===== src/rtl/wb_ram_arbiter.sv =====
// Two-master Wishbone-classic arbiter sharing the single-port RAM between fetch (m0) and data (m1).
// Define WB_ARB_ROUND_ROBIN_EN for round-robin on simultaneous requests; default build is fixed m0 priority.
module wb_ram_arbiter #(
  parameter int ADR_W = 30,
  parameter int DAT_W = 32
) (
  input  logic               clk_i,
  input  logic               rst_ni,
  input  logic               m0_stb_i,
  input  logic               m0_we_i,
  input  logic [DAT_W/8-1:0] m0_sel_i,
  input  logic [ADR_W-1:0]   m0_adr_i,
  input  logic [DAT_W-1:0]   m0_dat_i,
  output logic [DAT_W-1:0]   m0_dat_o,
  output logic               m0_ack_o,
  input  logic               m1_stb_i,
  input  logic               m1_we_i,
  input  logic [DAT_W/8-1:0] m1_sel_i,
  input  logic [ADR_W-1:0]   m1_adr_i,
  input  logic [DAT_W-1:0]   m1_dat_i,
  output logic [DAT_W-1:0]   m1_dat_o,
  output logic               m1_ack_o,
  output logic               s_stb_o,
  output logic               s_we_o,
  output logic [DAT_W/8-1:0] s_sel_o,
  output logic [ADR_W-1:0]   s_adr_o,
  output logic [DAT_W-1:0]   s_dat_o,
  input  logic [DAT_W-1:0]   s_dat_i,
  input  logic               s_ack_i,
  output logic [1:0]         gnt_o
);

  localparam logic [1:0] IDLE = 2'd0;
  localparam logic [1:0] GNT0 = 2'd1;
  localparam logic [1:0] GNT1 = 2'd2;

  logic [1:0] state;
  logic [1:0] state_next;
  logic       last_r;
  logic       last_next;
  logic       pick_m1;
  logic       in_gnt0;
  logic       in_gnt1;

  assign in_gnt0 = (state == GNT0);
  assign in_gnt1 = (state == GNT1);

  // Only a tie between both masters depends on the arbitration policy.
  always_comb begin
`ifdef WB_ARB_ROUND_ROBIN_EN
    if (m0_stb_i && m1_stb_i)
      pick_m1 = ~last_r;
    else
      pick_m1 = m1_stb_i;
`else
    pick_m1 = m1_stb_i & ~m0_stb_i;
`endif
  end

  always_comb begin
    state_next = state;
    last_next  = last_r;
    case (state)
      IDLE: begin
        if (m0_stb_i || m1_stb_i)
          state_next = pick_m1 ? GNT1 : GNT0;
      end
      GNT0: begin
        if (s_ack_i) begin
          state_next = IDLE;
          last_next  = 1'b0;
        end else if (!m0_stb_i) begin
          state_next = IDLE;
        end
      end
      GNT1: begin
        if (s_ack_i) begin
          state_next = IDLE;
          last_next  = 1'b1;
        end else if (!m1_stb_i) begin
          state_next = IDLE;
        end
      end
      default: state_next = IDLE;
    endcase
  end

  // Every grant returns through IDLE so the RAM always sees stb low between cycles.
  always_ff @(posedge clk_i or negedge rst_ni) begin
    if (!rst_ni) begin
      state  <= IDLE;
      last_r <= 1'b1;
    end else begin
      state  <= state_next;
      last_r <= last_next;
    end
  end

  always_comb begin
    if (in_gnt1) begin
      s_we_o  = m1_we_i;
      s_sel_o = m1_sel_i;
      s_adr_o = m1_adr_i;
      s_dat_o = m1_dat_i;
    end else begin
      s_we_o  = m0_we_i;
      s_sel_o = m0_sel_i;
      s_adr_o = m0_adr_i;
      s_dat_o = m0_dat_i;
    end
  end

  assign s_stb_o  = (in_gnt0 & m0_stb_i) | (in_gnt1 & m1_stb_i);
  assign m0_ack_o = in_gnt0 & s_ack_i;
  assign m1_ack_o = in_gnt1 & s_ack_i;
  assign m0_dat_o = s_dat_i;
  assign m1_dat_o = s_dat_i;
  assign gnt_o    = {in_gnt1, in_gnt0};

endmodule


===== config.mk =====
export PLATFORM = sky130hd
export DESIGN_NAME = wb_ram_arbiter
export DESIGN_NICKNAME = d
export VERILOG_FILES = /design/src/rtl/wb_ram_arbiter.sv
export SDC_FILE = /design/constraint.sdc
export NUM_CORES = 1
export LEC_CHECK = 0
export CAP_MARGIN = 20
export CELL_PAD_IN_SITES_DETAIL_PLACEMENT = 0
export CELL_PAD_IN_SITES_GLOBAL_PLACEMENT = 1
export CORE_AREA = 2 2 119 121
export DETAILED_ROUTE_END_ITERATION = 7
export DIE_AREA = 0 0 121 123
export HOLD_SLACK_MARGIN = 0.1
export PLACE_DENSITY_LB_ADDON = 0.1
export SYNTH_ARGS = -nofsm -noshare
export SYNTH_HDL_FRONTEND = slang
export SYNTH_SLANG_ARGS = --single-unit

===== constraint.sdc =====
create_clock -name clk_i -period 4.4 [get_ports clk_i]
set_clock_uncertainty 0.1 [all_clocks]
set_input_delay 0.66 -clock clk_i [delete_from_list [all_inputs] [get_ports clk_i]]
set_output_delay 0.66 -clock clk_i [all_outputs]
set_load 0.05 [all_outputs]

==> impl_metrics.ini <==
[clock_network]
postCtsSetupBuffers = 0
clock_path_buffers = 2
cts_resized = 0
cts.reportedPaths.clkPinSlew_ps = 30
cts.sinks = 2
cts_tree = built
htreeDepth = 1
cts_buffers = 3
root_buffer = clkbuf_16
cts_hold_buf = 0
clock_latency_ps = 220

[floorplan]
fp.dieArea_um2 = 14900
fp.dieW_um = 121
coreArea_um2 = 13600
initial_core_util = 0.110
num_rows = 43
die_h_um = 123
io_pins = 307

[setup_path]
cp_num_buf_inv = 2
cp.arrival_ps = 2340
crit_family = buffers and inverters
critPathRequiredTime_ps = 3640
path_cells = nor2b_4 > buf_4 > mux2_2 > clkdlybuf4s50_1
path_class = reg2out
critical_path.slowest_cell = clkdlybuf4s50_1
critical_path.max_fanout = 32
setup.worst_path.start_class = flop
max_stage_delay_ps = 710
cp-end-kind = primary output

[yosys]
syn_area_um2 = 1500
synth-edff-count = 0
synth_ff_type = dfrtp_1
synth-seq-area-share = 0.0334
synth_commonest_cells = buf_4, mux2_2, mux2_4
avgSynthCellArea_um2 = 9.78
ys_warn_count = 0
synth.area.top_cells = mux2_2, buf_4, mux2_4
synth_top_area_frac = 0.429
synth_cells = 153
yosysTopAreaCell = mux2_2
synth_seq_cells = 2
ys_types = 15
yosysMostFrequentCell = buf_4
async_reset_ff_frac = 1.00
synth.net_count = 324

[layout]
top_register = state
largest_register_ffs = 2
largestRegisters = state (2)
nets = 467
fin_area_um2 = 3330
n_antenna_cell = 0
drive_gt1_frac = 0.248
syn_to_final_growth_pct = 123

[detailed_routing]
vias_per_cell = 3.36
antenna_left = 0
vias = 1595
drt-initial-drc-count = 12
route.detailed.drc = 0
drtPass1Iterations = 4
wire_per_inst_um = 13.6
wl_mm = 6.45

[placement]
dpl.hpwl_mm = 5.62
placedInstanceArea_um2 = 3260
port-buffer-count = 210
place.gp.congestion = 0.661

[power]
power.internal_mw = 0.389
swShare = 0.431
p_clk_frac = 0.201
switchingPower_mw = 0.295
p_seq_frac = 0.033
cellLeakagePower_nw = 1.20
ir_drop_v = 0.0000932
power.density_nw_per_um2 = 205
power.share.combinational = 0.766

[timing]
fmax_mhz = 322
period_share = 0.705
hold_viol = 0
grt_setup_unrepaired = no
maxSlewViolCount = 0
min_period_ps = 3100
tightest_slew_ps = 553
tns_ps = 0
slew_headroom = 0.630
setup_viol = 0

[global_route]
antenna_found_initial = 0
grt_first_pass_wirelength_mm = 9.05
met3_usage = 0.0438
track_usage = 0.0787
grt-busiest-layer = met2
grt_pass1_vias = 1810
met1_usage = 0.0631
use_met2 = 0.155
grt_max_degree = 38
grt-ovfl-total = 0

[job]
cap_violations = 0

[outcome]
status = finished clean

[min_path]
hold_path.class = in2async
per-stage QoR:
step,hold slack (ps),power (mW),setup WS (ps),utilization,cells
floorplan,264,0.483,2360,-,153
detailed placement,505,0.551,1430,0.239,471
finish,501,0.684,1300,0.245,474
global placement,493,0.554,1420,0.239,471
CTS,501,0.694,1240,0.245,474
global route,511,0.712,1180,0.245,474
kinds of logic (layout without fill, tap and decap cells):
kind of cell | Yosys count | count (layout) | synth area share
compound gates | 2 | 2 | 0.0109
mux | 67 | 67 | 0.529
flops | 2 | 2 | 0.0334
buf+inv | 74 | 215 | 0.387
simple gates | 8 | 8 | 0.0393
path summary, 6_finish.rpt:
path	from	to	slack (ps)	depth (start not counted)
worst min register to register	state[0]$_DFFE_PN0P_	state[0]$_DFFE_PN0P_	500	1
max in group asynchronous	rst_ni	state[0]$_DFFE_PN0P_	3580	1
min in group clk_i	state[0]$_DFFE_PN0P_	state[0]$_DFFE_PN0P_	500	1
worst max-delay path	state[1]$_DFFE_PN0P_	s_dat_o[21]	1300	4
worst max register to register	state[1]$_DFFE_PN0P_	state[1]$_DFFE_PN0P_	3440	2
worst min-delay path	rst_ni	state[1]$_DFFE_PN0P_	500	1
final cells by class:
cell class,instances,area [µm²]
multi-input combinational,77,867
sequential,2,50.0
clock buffer,3,75.1
tap,180,225
timing repair buffer,212,2120
fill,1447,10300
metal layers:
| layer | vias to the layer above | wire [µm] |
|---|---|---|
| met3 | 18 | 1030 |
| met4 | 0 | 131 |
| met1 | 700 | 1860 |
| met2 | 135 | 3430 |
| met5 | - | 0 |
| li1 | 742 | - |
placed cells by master (no fill, tap or decap):
cell type / count
dfrtp_1: 2
and2b_1: 1
nor2b_4: 1
clkdlybuf4s50_1: 210
and3b_1: 1
a21boi_0: 1
nand2_1: 1
mux2_2: 57
nor2b_1: 2
buf_4: 2
and2_1: 2
mux2_4: 10
clkbuf_16: 3
a22o_1: 1
power groups by stage:
stage / registers, mW / clock network (mW) / logic, mW
6_report: 0.0224 / 0.138 / 0.524
5_1_grt: 0.0228 / 0.141 / 0.548
4_1_cts: 0.0224 / 0.141 / 0.531
3_5_place_dp: 0.0225 / 0 / 0.528
3_3_place_gp: 0.0226 / 0 / 0.531
2_1_floorplan: 0.0219 / 0 / 0.461
Power figures use the tool's default switching activity.
